<file path="src/rtl/mem_access_pkg.sv">
// Shared definitions for the memory stage: op codes, register-file constants
// and small op classification helpers used by the FSM and the lane logic.
package mem_access_pkg;

   localparam int XLEN   = 32;
   localparam int REG_AW = 5;

   localparam logic [REG_AW-1:0] ZERO_REG = '0;
   localparam logic [XLEN-1:0]   ZERO     = '0;

   typedef enum logic [3:0] {
      MEM_NOP = 4'd0,
      MEM_LB  = 4'd1,
      MEM_LH  = 4'd2,
      MEM_LW  = 4'd3,
      MEM_LBU = 4'd4,
      MEM_LHU = 4'd5,
      MEM_SB  = 4'd6,
      MEM_SH  = 4'd7,
      MEM_SW  = 4'd8
   } mem_op_e;

   function automatic logic op_is_load(mem_op_e op);
      return op inside {MEM_LB, MEM_LH, MEM_LW, MEM_LBU, MEM_LHU};
   endfunction

   function automatic logic op_is_store(mem_op_e op);
      return op inside {MEM_SB, MEM_SH, MEM_SW};
   endfunction

   // Halfword accesses need an even address, word accesses a 4-byte aligned one.
   function automatic logic op_misaligned(mem_op_e op, logic [1:0] off);
      logic mis;
      mis = 1'b0;
      if (op inside {MEM_LH, MEM_LHU, MEM_SH}) mis = off[0];
      if (op inside {MEM_LW, MEM_SW})          mis = (off != 2'b00);
      return mis;
   endfunction

endpackage

</file>
<file path="src/rtl/mem_access_lane.sv">
// Byte-lane datapath: byte enables and lane-replicated store data for the
// outgoing request, plus load extraction with sign/zero extension on return.
// Half accesses select on off_i[1] only, word accesses ignore off_i.
module mem_access_lane
   import mem_access_pkg::*;
(
   input  mem_op_e          op_i,
   input  logic [1:0]       off_i,
   input  logic [XLEN-1:0]  sdata_i,
   input  logic [XLEN-1:0]  rdata_i,
   output logic [3:0]       be_o,
   output logic [XLEN-1:0]  wdata_o,
   output logic [XLEN-1:0]  ldata_o
);

   logic [7:0]  byte_v;
   logic [15:0] half_v;

   assign byte_v = 8'(rdata_i >> {off_i, 3'b000});
   assign half_v = 16'(rdata_i >> {off_i[1], 4'b0000});

   // Request side: which lanes the access touches and the replicated store data.
   always_comb begin
      be_o    = 4'b0000;
      wdata_o = ZERO;
      case (op_i)
         MEM_LB, MEM_LBU, MEM_SB: be_o = 4'b0001 << off_i;
         MEM_LH, MEM_LHU, MEM_SH: be_o = off_i[1] ? 4'b1100 : 4'b0011;
         MEM_LW, MEM_SW:          be_o = 4'b1111;
         default:                 be_o = 4'b0000;
      endcase
      case (op_i)
         MEM_SB:  wdata_o = {4{sdata_i[7:0]}};
         MEM_SH:  wdata_o = {2{sdata_i[15:0]}};
         MEM_SW:  wdata_o = sdata_i;
         default: wdata_o = ZERO;
      endcase
   end

   // Response side: pick the addressed lane and extend it to a full word.
   always_comb begin
      ldata_o = ZERO;
      case (op_i)
         MEM_LB:  ldata_o = {{24{byte_v[7]}}, byte_v};
         MEM_LBU: ldata_o = {24'h0, byte_v};
         MEM_LH:  ldata_o = {{16{half_v[15]}}, half_v};
         MEM_LHU: ldata_o = {16'h0, half_v};
         MEM_LW:  ldata_o = rdata_i;
         default: ldata_o = ZERO;
      endcase
   end

endmodule

</file>
<file path="src/rtl/mem_access.sv">
// Memory stage: passes ALU results through to write-back, runs loads/stores
// over a req/gnt/rvalid bus with an optional response timeout, and stalls
// upstream while a transaction is in flight.
// Optional feature: define MEM_MISALIGN_CHECK_EN to reject misaligned
// half/word accesses with a misalign_o pulse instead of issuing them.
module mem_access
   import mem_access_pkg::*;
#(
   parameter int unsigned TIMEOUT_CYCLES = 64
)(
   input  logic              clk_i,
   input  logic              rst_n_i,
   input  logic [REG_AW-1:0] reg_waddr_i,
   input  logic              reg_we_i,
   input  logic [XLEN-1:0]   reg_wdata_i,
   input  logic [XLEN-1:0]   mem_addr_i,
   input  logic [XLEN-1:0]   mem_data_i,
   input  logic              mem_we_i,
   input  logic [3:0]        mem_op_i,
   output logic              stall_o,
   output logic [REG_AW-1:0] wb_waddr_o,
   output logic              wb_we_o,
   output logic [XLEN-1:0]   wb_wdata_o,
   output logic              dbus_req_o,
   output logic              dbus_we_o,
   output logic [XLEN-1:0]   dbus_addr_o,
   output logic [XLEN-1:0]   dbus_wdata_o,
   output logic [3:0]        dbus_be_o,
   input  logic              dbus_gnt_i,
   input  logic              dbus_rvalid_i,
   input  logic [XLEN-1:0]   dbus_rdata_i,
   output logic              bus_err_o,
   output logic              misalign_o
);

   // A zero timeout still needs a legal counter width; the counter is unused then.
   localparam int TO_W = (TIMEOUT_CYCLES > 0) ? $clog2(TIMEOUT_CYCLES + 1) : 1;

   typedef enum logic [1:0] {S_IDLE, S_REQ, S_RESP} state_e;

   state_e            state_q;
   mem_op_e           op_q;
   logic [XLEN-1:0]   addr_q;
   logic [XLEN-1:0]   data_q;
   logic [REG_AW-1:0] waddr_q;
   logic              we_q;
   logic [TO_W-1:0]   cnt_q;
   logic [TO_W-1:0]   cnt_d;
   logic              to_hit;

   logic              wb_we_q;
   logic [REG_AW-1:0] wb_waddr_q;
   logic [XLEN-1:0]   wb_wdata_q;
   logic              bus_err_q;
   logic              misalign_q;

   mem_op_e           in_op;
   logic              in_is_mem;
   logic              in_misalign;
   logic [XLEN-1:0]   ldata;

   assign in_op     = mem_op_e'(mem_op_i);
   // Unknown op codes behave like MEM_NOP rather than launching a bogus access.
   assign in_is_mem = op_is_load(in_op) || op_is_store(in_op);

`ifdef MEM_MISALIGN_CHECK_EN
   assign in_misalign = op_misaligned(in_op, mem_addr_i[1:0]);
`else
   assign in_misalign = 1'b0;
`endif

   assign cnt_d  = cnt_q + TO_W'(1);
   assign to_hit = (TIMEOUT_CYCLES != 0) && (cnt_d == TO_W'(TIMEOUT_CYCLES));

   mem_access_lane u_lane (
      .op_i    (op_q),
      .off_i   (addr_q[1:0]),
      .sdata_i (data_q),
      .rdata_i (dbus_rdata_i),
      .be_o    (dbus_be_o),
      .wdata_o (dbus_wdata_o),
      .ldata_o (ldata)
   );

   // Stage FSM: pass-through in IDLE, request in REQ, wait for rvalid in RESP.
   always_ff @(posedge clk_i or negedge rst_n_i) begin
      if (!rst_n_i) begin
         state_q    <= S_IDLE;
         op_q       <= MEM_NOP;
         addr_q     <= '0;
         data_q     <= '0;
         waddr_q    <= '0;
         we_q       <= 1'b0;
         cnt_q      <= '0;
         wb_we_q    <= 1'b0;
         wb_waddr_q <= '0;
         wb_wdata_q <= '0;
         bus_err_q  <= 1'b0;
         misalign_q <= 1'b0;
      end else begin
         bus_err_q  <= 1'b0;
         misalign_q <= 1'b0;
         case (state_q)
            S_IDLE: begin
               if (!in_is_mem) begin
                  wb_waddr_q <= reg_waddr_i;
                  wb_wdata_q <= reg_wdata_i;
                  wb_we_q    <= reg_we_i && (reg_waddr_i != ZERO_REG);
               end else if (in_misalign) begin
                  wb_we_q    <= 1'b0;
                  misalign_q <= 1'b1;
               end else begin
                  op_q    <= in_op;
                  addr_q  <= mem_addr_i;
                  data_q  <= mem_data_i;
                  waddr_q <= reg_waddr_i;
                  // A bus write needs both the store op and the store strobe.
                  we_q    <= mem_we_i && op_is_store(in_op);
                  wb_we_q <= 1'b0;
                  cnt_q   <= '0;
                  state_q <= S_REQ;
               end
            end
            S_REQ: begin
               if (dbus_gnt_i) begin
                  cnt_q <= '0;
                  // Same-cycle rvalid completes as if it arrived after gnt.
                  if (dbus_rvalid_i) begin
                     wb_we_q    <= op_is_load(op_q) && (waddr_q != ZERO_REG);
                     wb_waddr_q <= op_is_load(op_q) ? waddr_q : wb_waddr_q;
                     wb_wdata_q <= op_is_load(op_q) ? ldata   : wb_wdata_q;
                     op_q       <= MEM_NOP;
                     we_q       <= 1'b0;
                     state_q    <= S_IDLE;
                  end else begin
                     state_q <= S_RESP;
                  end
               end else if (to_hit) begin
                  bus_err_q <= 1'b1;
                  wb_we_q   <= 1'b0;
                  op_q      <= MEM_NOP;
                  we_q      <= 1'b0;
                  state_q   <= S_IDLE;
               end else begin
                  cnt_q <= cnt_d;
               end
            end
            S_RESP: begin
               if (dbus_rvalid_i) begin
                  wb_we_q    <= op_is_load(op_q) && (waddr_q != ZERO_REG);
                  wb_waddr_q <= op_is_load(op_q) ? waddr_q : wb_waddr_q;
                  wb_wdata_q <= op_is_load(op_q) ? ldata   : wb_wdata_q;
                  op_q       <= MEM_NOP;
                  we_q       <= 1'b0;
                  state_q    <= S_IDLE;
               end else if (to_hit) begin
                  bus_err_q <= 1'b1;
                  wb_we_q   <= 1'b0;
                  op_q      <= MEM_NOP;
                  we_q      <= 1'b0;
                  state_q   <= S_IDLE;
               end else begin
                  cnt_q <= cnt_d;
               end
            end
            default: state_q <= S_IDLE;
         endcase
      end
   end

   assign stall_o     = (state_q != S_IDLE);
   assign dbus_req_o  = (state_q == S_REQ);
   assign dbus_we_o   = we_q;
   assign dbus_addr_o = {addr_q[XLEN-1:2], 2'b00};
   assign wb_we_o     = wb_we_q;
   assign wb_waddr_o  = wb_waddr_q;
   assign wb_wdata_o  = wb_wdata_q;
   assign bus_err_o   = bus_err_q;
   assign misalign_o  = misalign_q;

endmodule

</file>
<file path="config.mk">
export PLATFORM = sky130hd
export DESIGN_NAME = mem_access
export DESIGN_NICKNAME = d
export VERILOG_FILES = /design/src/rtl/mem_access_pkg.sv /design/src/rtl/mem_access_lane.sv /design/src/rtl/mem_access.sv
export SDC_FILE = /design/constraint.sdc
export NUM_CORES = 1
export LEC_CHECK = 0
export ABC_AREA = 1
export ABC_CLOCK_PERIOD_IN_PS = 2300
export BUFFER_PORTS_ARGS = -buffer_cell sky130_fd_sc_hd__clkbuf_2
export CAP_MARGIN = 20
export CORE_UTILIZATION = 40
export CTS_BUF_LIST = sky130_fd_sc_hd__clkbuf_4 sky130_fd_sc_hd__clkbuf_8
export CTS_CLUSTER_SIZE = 20
export DETAILED_ROUTE_END_ITERATION = 6
export MAX_ROUTING_LAYER = met4
export PLACE_DENSITY = 0.78
export SYNTH_ARGS = -nofsm -noshare
export SYNTH_HDL_FRONTEND = slang
export SYNTH_SLANG_ARGS = --single-unit
export TNS_END_PERCENT = 50
</file>
<file path="constraint.sdc">
create_clock -name clk_i -period 2.3 [get_ports clk_i]
set_input_delay 0.115 -clock clk_i [delete_from_list [all_inputs] [get_ports clk_i]]
set_output_delay 0.115 -clock clk_i [all_outputs]
set_load 0.05 [all_outputs]
</file>
# Word level (Yosys, flattened, before mapping)
# Index checks and enable logic that the tools add are counted.
[classes] n_addsub=1 n_eq_ne=24 n_shift=3 n_mux=47 n_reduce_logical=20
[op_table] cell="one-hot mux 32 bit (3 select lines)" count=2
[op_table] cell="one-hot mux 32 bit (5 select lines)" count=1
[op_table] cell="2-to-1 mux 32 bit" count=4
[op_table] cell="== test 4 x 3 -> 1 bit (second input constant)" count=8
[op_table] cell=">> shifter 32 x 5 -> 16 bit" count=1
[op_table] cell=">> shifter 32 x 5 -> 8 bit" count=1
[op_table] cell="2-to-1 mux 7 bit" count=4
[op_table] cell="2-to-1 mux 4 bit" count=6
[op_table] cell="one-hot mux 4 bit (3 select lines)" count=2
[op_table] cell="one-hot mux 7 bit (3 select lines)" count=1
[op_table] cell="2-to-1 mux 5 bit" count=4
[op_table] cell="nonzero test 5 bit" count=4
[op_table] cell="== test 4 x 2 -> 1 bit (second input constant)" count=4
[op_table] cell="one-hot mux 5 bit (3 select lines)" count=1
[op_table] cell="2-to-1 mux 1 bit" count=13
[op_table] cell="2-to-1 mux 2 bit" count=5
[op_table] cell="AND reduction 3 bit" count=3
[op_table] cell="== test 4 x 1 -> 1 bit (second input constant)" count=2
[op_table] cell="== test 4 bit (second input constant)" count=2
[op_table] cell="adder 7 x 1 -> 7 bit (second input constant)" count=1
[op_table] cell="== test 7 bit (second input constant)" count=1
[op_table] cell="inequality test 2 bit (second input constant)" count=3
[op_table] cell="one-hot mux 1 bit (3 select lines)" count=2
[op_table] cell="one-hot mux 2 bit (3 select lines)" count=1
[op_table] cell="14 further kinds" count=19
[totals] regBits=122

# Depth between registers and ports, before layout
[logic_depth] depth_word=6 mapped_depth=13

# By module
# From an unflattened synthesis, not the netlist that was laid out.
[unflattened] hier_cells=986 hier_area_um2=7115.6
[by_module_without_submodules] module="mem_access" n_inst=1 cells_per_inst=650 area_per_inst_um2=5637.9 seq_area_each_um2=3052.9
[by_module_without_submodules] module="mem_access_lane" n_inst=1 cells_per_inst=336 area_per_inst_um2=1477.7 seq_area_each_um2=0.0

# Worst setup path after synthesis
# No wires, ideal clock.
[synth_path] kind="register to output" from="register op_q[1]" to="output dbus_be_o[0]" arrival_time_ps=2349 t_required_ps=2185 setup_slack_ps=-164 stages_incl_launch_ff=7 path_cell_list="dfrtp_1 > buf_2 > inv_1 > nand2_2 > o21ai_1 > nor2_1 > o31ai_1"
[synth_between] elab_chain_cells=3 elab_cells_between_ends=12 classes_between="eq/ne (8); mux (1); reduce/logical (3)"
[synth_lines] element="from (decl)" line_no="mem_access.sv:42" rtl="mem_op_e op_q;"
[synth_lines] element="from (signal assigned)" line_no="mem_access.sv:113" rtl="op_q <= in_op;"
[synth_lines] element="== test 4 x 3 -> 1 bit (tied with other cells)" line_no="mem_access_lane.sv:26" rtl="case (op_i)"
[synth_lines] element="OR reduction 3 bit or OR reduction 2 bit (tied branches)" line_no="mem_access_lane.sv:26"
[synth_lines] element="one-hot mux 4 bit (3 select lines) (*)" line_no="mem_access_lane.sv:26"
[synth_lines] element="to (decl)" line_no="mem_access.sv:28" rtl="output logic [3:0] dbus_be_o,"
# Mark *: on every way between the ends. The rest lies on a longest branch, timed or not.

# Worst setup path in the final report
[layout_path] from="register op_q[0]" to="output dbus_wdata_o[16]"
[layout_between] elab_chain_cells=2 elab_cells_between_ends=4 classes_between="eq/ne (3); mux (1)"
[layout_lines] element="== test 4 bit or == test 4 x 3 -> 1 bit (tied branches)" line_no="mem_access_lane.sv:32" rtl="case (op_i)"
[layout_lines] element="one-hot mux 32 bit (3 select lines) (*)" line_no="mem_access_lane.sv:32"
[layout_lines] element="to (decl)" line_no="mem_access.sv:27" rtl="output logic [XLEN-1:0] dbus_wdata_o,"
# Marked as above.

==> results_dict.tcl <==
set metrics [dict create \
    status "completed" \
    synth_top_family_by_area "simple AND/OR/NAND/NOR gates" \
    initial_core_util 0.4080 \
    wl_per_cell_um 15.17 \
    drv_cap 0 \
    pwr-share-seq 0.250 \
    grt.total_usage 0.2747 \
    p_per_area_nw_per_um2 1547 \
    grt_max_degree 69 \
    yosysSeqAreaShare 0.4342 \
    p_total_mw 15.47 \
    dp_cells 1461 \
    io_pins 254 \
    pre_cts_ws_ns 0.2620 \
    chipHeight_um 134.6 \
    core_area_um2 17240 \
    postSynthAreaPerCell_um2 6.768 \
    place_hpwl_um 15720 \
    synth-simple-area-share 0.3849 \
    yosysTopAreaCell "dfrtp_1" \
    start_kind "register" \
    drc 0 \
    antenna_found_initial 2 \
    rr_endpoint "wb_wdata_o[3]" \
    synth-warning-count 0 \
    overflow 0 \
    critPathCaptureType "output port" \
    grt_util_met2 0.4591 \
    rows 48 \
    rr_startpoint "state_q[0]" \
    gp_congestion 0.8979 \
    globalRouteMet1Util 0.3205 \
    grt_pass1_wl_um 37770 \
    cts_tree "yes" \
    synth_compound_area_frac 0.06441 \
    fin_skew_ns 0.01223 \
    met3_usage 0.05556 \
    reg2reg_slack_ns 0.28 \
    syn2layout_area_growth_pct 42.15 \
    switching_power_mw 8.691 \
    drv_slew 0 \
    setup_viol 0 \
    synth.distinct_cells 32 \
    leakagePower_nw 5.637 \
    die-area_um2 18110 \
    swShare 0.5619 \
    max_freq_ghz 0.4500 \
    portBuffers 250 \
    drtIter0Drc 558 \
    path_class "register to output port" \
    layout.nets 1512 \
    cts_sinks 122 \
    holdPathStages 5 \
    cts_root_buf "clkbuf_8" \
    avgViaCountPerCell 5.026 \
    irDropWorstVdd_v 0.001176 \
    required_ns 2.18 \
    holdPathEnd "wb_wdata_o[14]" \
    syn_inst 1039 \
    reg2reg_depth 7 \
    combPwrFrac 0.620 \
    synthTopCellsByArea "dfrtp_1, nand2_1, nand3_1, buf_4, inv_1" \
    placed_area_um2 8377 \
    fin_crit_sh 0.9662 \
    min_from "dbus_rdata_i[14]" \
    hold_viol 0 \
    die_w_um 134.6 \
    clock_path_buffers 2 \
    syn_area_um2 7032 \
    rsz0062_at_grt "true" \
    wirelength_um 24340 \
    cts-buffers-inserted 17 \
    arrival_ns 2.11 \
    clkTransAtPathRegs_ns 0.09 \
    layout_min_cycle_time_ns 2.222 \
    synth.top_cell.area_share 0.4342 \
    synth_xor_area_frac 0.001246 \
    htree_levels 4 \
    critPathMaxFanout 25 \
    slew_headroom 0.5359 \
    worstMarginPinSlew_ns 0.6962 \
    layout-drive-gt1-share 0.2534 \
    clk_latency_ns 0.46 \
    grt_pass1_vias 7662 \
    fin_area_um2 9996 \
    stdcell_count 1604 \
    clockPowerShare 0.130 \
    synthMuxAreaShare 0 \
    drt-pass1-iter-count 7 \
    fin_ws_ns 0.07779 \
    synthAdderAreaFrac 0.008897 \
    fin_util 0.5799 \
    ys_ff_latch 122 \
    vias 8061 \
    p_int_mw 6.776 \
    ant_nets 0 \
    busiest_layer "met2" \
    holdCritPathClass "input port to register" \
]
==> layout by cell type (no fill, tap or decap), drive strengths merged <==
cell type,netlist,final
o21bai,1,1
nand4,6,6
bufinv,0,1
inv,70,80
dlygate4sd3,0,109
nand3b,1,1
o22ai,1,1
or2,17,17
o21ai,52,52
buf,67,40
diode,0,2
a21oi,28,28
clkinv,2,4
nand3,64,64
conb,1,3
a32o,1,1
clkbuf,11,251
nor3,3,3
a31oi,1,1
nand2,511,511
and3,2,2
xor2,1,1
clkinvlp,0,1
o31ai,3,3
dfrtp,122,122
nor2,69,69
ha,5,5
==> critical path, stage by stage (launching register included) <==
cell,delay [ns]
dfrtp_2,0.48
inv_2,0.12
nand2_2,0.09
nor3_4,0.21
buf_12,0.21
nand2_1,0.09
o21ai_0,0.16
buf_4,0.28
==> through the flow <==
stage	hold slack, ns	setup TNS, ns
6_report	0.04052	0
3_5_place_dp	0.1711	0
5_1_grt	0.05895	-0.09310
4_1_cts	0.01173	0
2_1_floorplan	-0.1806	-0.5833
3_3_place_gp	0.1772	0
==> timing repair <==
action / 4_1_cts / 5_1_grt
gates resized for setup: 9 / 57
setup buffers: 0 / 0
pin swaps: 0 / 1
hold endpoints to repair: 175 / 0
setup endpoints to repair: 30 / 31
hold buffers: 109 / 0
==> Yosys cell counts <==
library cell and count:
buf_2 30, o21ai_1 8, dfrtp_1 122, nand3b_1 1, a21oi_1 28, or2_2 17, o21bai_1 1, buf_4 36
buf_6 1, and3_1 2, inv_2 3, nand2_2 3, o21ai_0 44, o31ai_1 3, nor3_2 1, inv_1 67
a32o_1 1, conb_1 1, nand3_1 63, nand4_1 6, nand2_1 508, o22ai_1 1, xor2_1 1, nor2_2 5
clkinv_2 1, ha_1 5, a31oi_1 1, clkbuf_1 11, nand3_2 1, clkinv_1 1, nor2_1 64, nor3_1 2
==> worst max path at each step <==
stage          startpoint  depth (start not counted)  slack (ns)               end
4_1_cts           op_q[2]                          8        0.01  dbus_wdata_o[25]
3_3_place_gp      op_q[0]                          7        0.28   dbus_wdata_o[2]
3_5_place_dp      op_q[0]                          7        0.26   dbus_wdata_o[2]
6_report          op_q[0]                          7        0.08  dbus_wdata_o[16]
5_1_grt           op_q[2]                          8       -0.02  dbus_wdata_o[26]
2_1_floorplan     op_q[1]                          6       -0.16      dbus_be_o[0]
==> kinds of logic (layout without fill, tap and decap cells) <==
logic type                 Yosys count  in the layout
and+or+nand+nor                    673            673
buffers and inverters              150            486
DFF                                122            122
AOI/OAI and AO/OA                   87             87
adders and majority gates            5              5
other                                1              5
xor gates and xnor gates             1              1
==> registers in the layout, summed over array words and instances, names as in the netlist <==
name / cells
op_q: 4
bus_err_o: 1
cnt_q: 7
waddr_q: 5
wb_wdata_o: 32
addr_q: 32
dbus_we_o: 1
wb_waddr_o: 5
data_q: 32
state_q: 2
wb_we_o: 1
==> layer usage <==
layer / part of all wire / vias to the layer above
met2: 0.49 / 451
li1: - / 3825
met3: 0.080 / 67
met1: 0.39 / 3718
met5: 0 / -
met4: 0.035 / 0
==> power groups by stage <==
stage          Combinational (mW)  Sequential (mW)  Clock, mW
3_3_place_gp                 9.02             3.82          0
4_1_cts                      9.38             3.81       2.05
3_5_place_dp                 9.19             3.82          0
2_1_floorplan                6.14             4.71          0
5_1_grt                      10.4             3.96       2.13
6_report                     9.60             3.86       2.01
==> layout make-up <==
cell class                      instances  area (um2)
Fill cell                            1500        7241
Tap cell                              225       281.5
Sequential cell                       122        3055
Clock buffer                           18       247.7
Timing Repair Buffer                  382        2670
Antenna cell                            2       5.005
Multi-Input combinational cell        769        3314
Clock inverter                         14       150.1
Inverter                               72       271.5
No activity file was read; power rests on OpenSTA's default activity.
